File: config.mk
export PLATFORM = sky130hd
export DESIGN_NAME = delay_ctrl
export DESIGN_NICKNAME = d
export VERILOG_FILES = /design/src/rtl/delay_ctrl.sv
export SDC_FILE = /design/constraint.sdc
export NUM_CORES = 1
export LEC_CHECK = 0
export BUFFER_PORTS_ARGS = -buffer_cell sky130_fd_sc_hd__buf_2
export CAP_MARGIN = 15
export CORE_ASPECT_RATIO = 0.5
export CORE_MARGIN = 3
export CORE_UTILIZATION = 45
export CTS_CLUSTER_DIAMETER = 120
export DETAILED_ROUTE_END_ITERATION = 6
export GPL_TIMING_DRIVEN = 0
export PLACE_DENSITY = 0.67
export SLEW_MARGIN = 10
export SYNTH_ARGS = -nofsm -noshare
export SYNTH_HDL_FRONTEND = slang
export SYNTH_SLANG_ARGS = --single-unit
File: constraint.sdc
create_clock -name clk -period 1.6 [get_ports clk]
set_input_delay 0.24 -clock clk [delete_from_list [all_inputs] [get_ports clk]]
set_output_delay 0.24 -clock clk [all_outputs]
set_load 0.01 [all_outputs]
File: src/rtl/delay_ctrl.sv
// delay_ctrl: runtime-programmable delay line with valid/ready config port.
// Optional build macro DELAY_STATS_EN adds reconf_cnt (reconfiguration count).
//
// Ports:
//   clk        clock, all logic on posedge
//   rst        synchronous active-high reset
//   sig_in     signal to delay
//   cfg_delay  requested delay in cycles
//   cfg_valid  config request valid
//   cfg_ready  controller can accept config (RUN)
//   sig_out    delayed signal, forced 0 while settling
//   sig_valid  sig_out coherent at cur_delay
//   cur_delay  active delay value
//   err_range  one-cycle pulse on out-of-range request
//   reconf_cnt value-changing reconfigurations, saturating
//              (DELAY_STATS_EN only)
module delay_ctrl #(
   parameter int MAX_DELAY     = 16,
   parameter int DELAY_W       = 5,
   parameter int DEFAULT_DELAY = 2
) (
   input  logic               clk,
   input  logic               rst,
   input  logic               sig_in,
   input  logic [DELAY_W-1:0] cfg_delay,
   input  logic               cfg_valid,
   output logic               cfg_ready,
   output logic               sig_out,
   output logic               sig_valid,
   output logic [DELAY_W-1:0] cur_delay,
   output logic               err_range
`ifdef DELAY_STATS_EN
   ,
   output logic [7:0]         reconf_cnt
`endif
);

   typedef enum logic {
      RUN    = 1'b0,
      SETTLE = 1'b1
   } state_t;

   state_t               state;
   logic [MAX_DELAY-1:0] sr;
   logic [DELAY_W-1:0]   cnt;
   logic                 tap;
   logic                 bad_req;

   // Full-width compare: no truncation of cfg_delay.
   assign bad_req = (cfg_delay == '0) ||
                    (cfg_delay > DELAY_W'(MAX_DELAY));

   // Tap select by compare instead of indexing, so the
   // DELAY_W-bit delay never indexes past the register.
   always_comb begin
      tap = 1'b0;
      for (int i = 0; i < MAX_DELAY; i++) begin
         if (cur_delay == DELAY_W'(i + 1))
            tap = sr[i];
      end
   end

   assign cfg_ready = (state == RUN);
   assign sig_valid = (state == RUN);
   assign sig_out   = (state == RUN) ? tap : 1'b0;

   always_ff @(posedge clk) begin
      if (rst) begin
         sr        <= '0;
         state     <= SETTLE;
         cur_delay <= DELAY_W'(DEFAULT_DELAY);
         cnt       <= DELAY_W'(DEFAULT_DELAY);
         err_range <= 1'b0;
`ifdef DELAY_STATS_EN
         reconf_cnt <= 8'd0;
`endif
      end else begin
         sr        <= {sr[MAX_DELAY-2:0], sig_in};
         err_range <= 1'b0;
         unique case (state)
            RUN: begin
               if (cfg_valid) begin
                  if (bad_req) begin
                     err_range <= 1'b1;
                  end else if (cfg_delay != cur_delay) begin
                     cur_delay <= cfg_delay;
                     cnt       <= cfg_delay;
                     state     <= SETTLE;
`ifdef DELAY_STATS_EN
                     if (reconf_cnt != 8'hff)
                        reconf_cnt <= reconf_cnt + 8'd1;
`endif
                  end
               end
            end
            SETTLE: begin
               // Settle spans cur_delay cycles so the tap
               // only shows samples taken after the change.
               cnt <= cnt - DELAY_W'(1);
               if (cnt == DELAY_W'(1))
                  state <= RUN;
            end
            default: state <= SETTLE;
         endcase
      end
   end

endmodule

==> run_results.csv <==
group,metric,value,unit
synth,synthCells,133,
timing,finalCritPeriodShare,1.26,
synth,yosysSeqAreaShare,0.428,
setup_path,critPathCaptureType,"primary output",
floorplan,dieArea,0.00363,mm2
global_route,antenna_found_initial,0,
min_path,hold_path_end,"sr[0]",
routing,num_vias,1036,
layout,final_nets,173,
layout,final_common_cell,"dfxtp_1",
job,maxCapViolCount,0,
synth,synth_area_per_cell,9.84,um2
floorplan,start_util,0.488,
timing,skew,0.00346,ns
routing,detail-route-antenna-nets,0,
routing,avgRoutedWirePerCell,14.4,um
floorplan,ioPinCount,18,
layout,fillers,241,
layout,fin_util,0.619,
routing,vias_per_cell,5.23,
setup_path,cpLargestDelayFamily,"flip-flops",
timing,setup_violations,7,
floorplan,die_x,82.3,um
synth,synth_edf_count,0,
min_path,min_path_cells,2,
timing,slew_viol_final,0,
setup_path,worstReg2RegEnd,"cur_delay[1]",
routing,drc,0,
timing,max_slew_margin,0.639,
pwr,seqPwrFrac,0.473,
clocking,htreeDepth,1,
routing,drt-pass1-iter-count,4,
setup_path,crit_arrival,1.77,ns
clocking,postCtsHoldBufs,0,
setup_path,slowest_stage,"dfxtp_1",
layout,drive_above_1_share,0.354,
setup_path,worstSetupPathType,"flip-flop to primary output",
setup_path,rr_startpoint,"cur_delay[2]",
layout,layout_common_cells,"dfxtp_1, nor2b_1, buf_2",
outcome,status,"finished, violations left",
pwr,ir_drop,0.451,mV
synth,async_reset_ff_frac,0,
layout,final_cells,198,
place,gp_congestion,0.780,
synth,synth_cell_types,42,
synth,synth_top_area_share,0.428,
timing,worst_pin_slew,0.541,ns
timing,hold_viol_final,0,
layout,area_growth,27.0,%
min_path,min_from,"sig_in",
routing,routed_wl,2860,um
setup_path,critPathRequiredTime,1.36,ns
global_route,grt_max_degree,17,
setup_path,r2r.worst_path.cells,8,
floorplan,die_h,44.1,um
outcome,violations,"setup timing",
clocking,clock_path_buffers,2,
clocking,cts_root_buf,"clkbuf_8",
floorplan,coreArea,0.00268,mm2
setup_path,critPathMaxFanout,10,
clocking,clkLatencyLatePin,0.27,ns
synth,syn_area,0.00131,mm2
global_route,grt_pass1_wl,4920,um
setup_path,cpPeakStageDelay,0.41,ns
pwr,p_int,0.00124,W
setup_path,path_cells,"buf_4 -> nand2_1 -> mux2_2 -> o32ai_1 -> a311oi_2 -> nor3_2 -> buf_2",
clocking,cts_tree,"yes",
pwr,pwr-share-comb,0.196,
synth,synth-seq-cells,28,
pwr,switchingPower,0.000446,W
timing,fmax,0.497,GHz
setup_path,startpoint_type,"flip-flop",
min_path,hold_class,"input port to flip-flop",
clocking,cts.sinks,28,
place,hpwl,1930,um
clocking,cts_buffers,3,
pwr,swShare,0.264,
pwr,p_leak,0.684,nW
routing,dr.first_iter.drc_count,35,
synth,synth_area_leaders,"dfxtp_1, nor2b_1, mux2i_1",
setup_path,crit_buf_inv,2,
timing,rsz0062_at_grt,"true",
synth,yosys_warnings,0,
clocking,clk_pin_slew,0.10,ns
floorplan,rows,13,
pwr,p_per_area,1020,mW/mm2
synth,mappedNetlistNets,144,
setup_path,r2r_slack,-0.09,ns
timing,final.min_clock_period,2.01,ns
synth,synth_ff_type,"dfxtp_1",
timing,timing.final.ws_setup,-0.410,ns
timing,fin_tns_setup,-0.665,ns
global_route,globalRouteOverflowTotal,0,
layout,diodes,0,
global_route,globalRouteTotalUtil,0.179,
global_route,grt_pass1_vias,1017,
synth,yosysTopAreaCell,"dfxtp_1",
place,io_buffer_count,16,
pwr,clkPwrFrac,0.331,
place,placed_cells,186,
state kept, by name, summed over array words and instances (netlist names):
register and flops:
err_range 1, sr 16, state 1, cnt 5
cur_delay 5
power by group through the flow:
stage          Clock [W]  Combinational, W  Sequential [W]
2_1_floorplan          0          0.000222        0.000801
3_3_place_gp           0          0.000287        0.000811
3_5_place_dp           0          0.000294        0.000813
4_1_cts         0.000574          0.000324        0.000799
5_1_grt         0.000614          0.000364        0.000810
6_report        0.000559          0.000331        0.000799
per-layer routing:
metal	vias to the layer above	global-route usage	wire (um)
li1	524	-	-
met1	491	0.244	1360
met2	21	0.287	1340
met3	0	0.0549	152
met4	0	0.0298	0
met5	-	0	0
cells by family after synthesis:
kind of cell | after synthesis | synth area share
xor+xnor | 7 | 0.0526
fa+ha+maj | 2 | 0.0191
mux | 9 | 0.0803
buf+inv | 15 | 0.0554
flops | 28 | 0.428
compound gates | 19 | 0.128
simple gates | 53 | 0.236
metrics by stage:
| stage | hold slack (ns) | total power [W] | cell area (um2) | worst slack (ns) |
|---|---|---|---|---|
| global placement | 0.441 | 0.00110 | 1460 | -0.205 |
| detailed placement | 0.449 | 0.00111 | 1460 | -0.221 |
| global route | 0.202 | 0.00179 | 1660 | -0.559 |
| finish | 0.175 | 0.00169 | 1660 | -0.410 |
| floorplan | 0.368 | 0.00102 | 1330 | -0.0434 |
| CTS | 0.168 | 0.00170 | 1620 | -0.468 |
what timing repair did:
item                       4_1_cts  5_1_grt
resized for setup               11       12
setup buffers                    7        2
pin swaps                        3        4
hold endpoints to repair         0        0
setup endpoints to repair        7       12
how the worst max path moves through the flow:
stage / startpoint / cells past startpoint / end / slack (ns)
6_report: cur_delay[0] / 7 / sig_out / -0.41
5_1_grt: cur_delay[1] / 6 / sig_out / -0.56
4_1_cts: cur_delay[2] / 7 / sig_out / -0.47
3_5_place_dp: cur_delay[2] / 7 / sig_out / -0.22
3_3_place_gp: cur_delay[2] / 7 / sig_out / -0.21
2_1_floorplan: cur_delay[2] / 6 / sig_out / -0.04
cell type report:
cell class | count | area, um2 | share of cell area
multi-input cells | 90 | 731 | 0.440
flip-flops and latches | 28 | 568 | 0.342
repair buffers | 25 | 178 | 0.107
well taps | 37 | 46.3 | 0.0279
clock buffers | 3 | 41.3 | 0.0248
plain buffers | 7 | 41.3 | 0.0248
clock inverters | 1 | 30.0 | 0.0181
inverters | 7 | 26.3 | 0.0158
Yosys cell counts (2+ instances only):
| master | instances |
|---|---|
| ha_1 | 2 |
| mux2_2 | 2 |
| nand2_1 | 9 |
| buf_4 | 2 |
| nand3b_1 | 2 |
| mux2i_1 | 6 |
| nand3_1 | 2 |
| o21ai_0 | 3 |
| a31oi_1 | 2 |
| nor2_1 | 7 |
| a21oi_1 | 2 |
| a211oi_1 | 2 |
| xnor2_1 | 6 |
| dfxtp_1 | 28 |
| nor4_1 | 3 |
| nor2b_1 | 18 |
| clkbuf_1 | 4 |
| inv_1 | 7 |
| nor3_1 | 3 |
(Power assumes the default switching activity.)
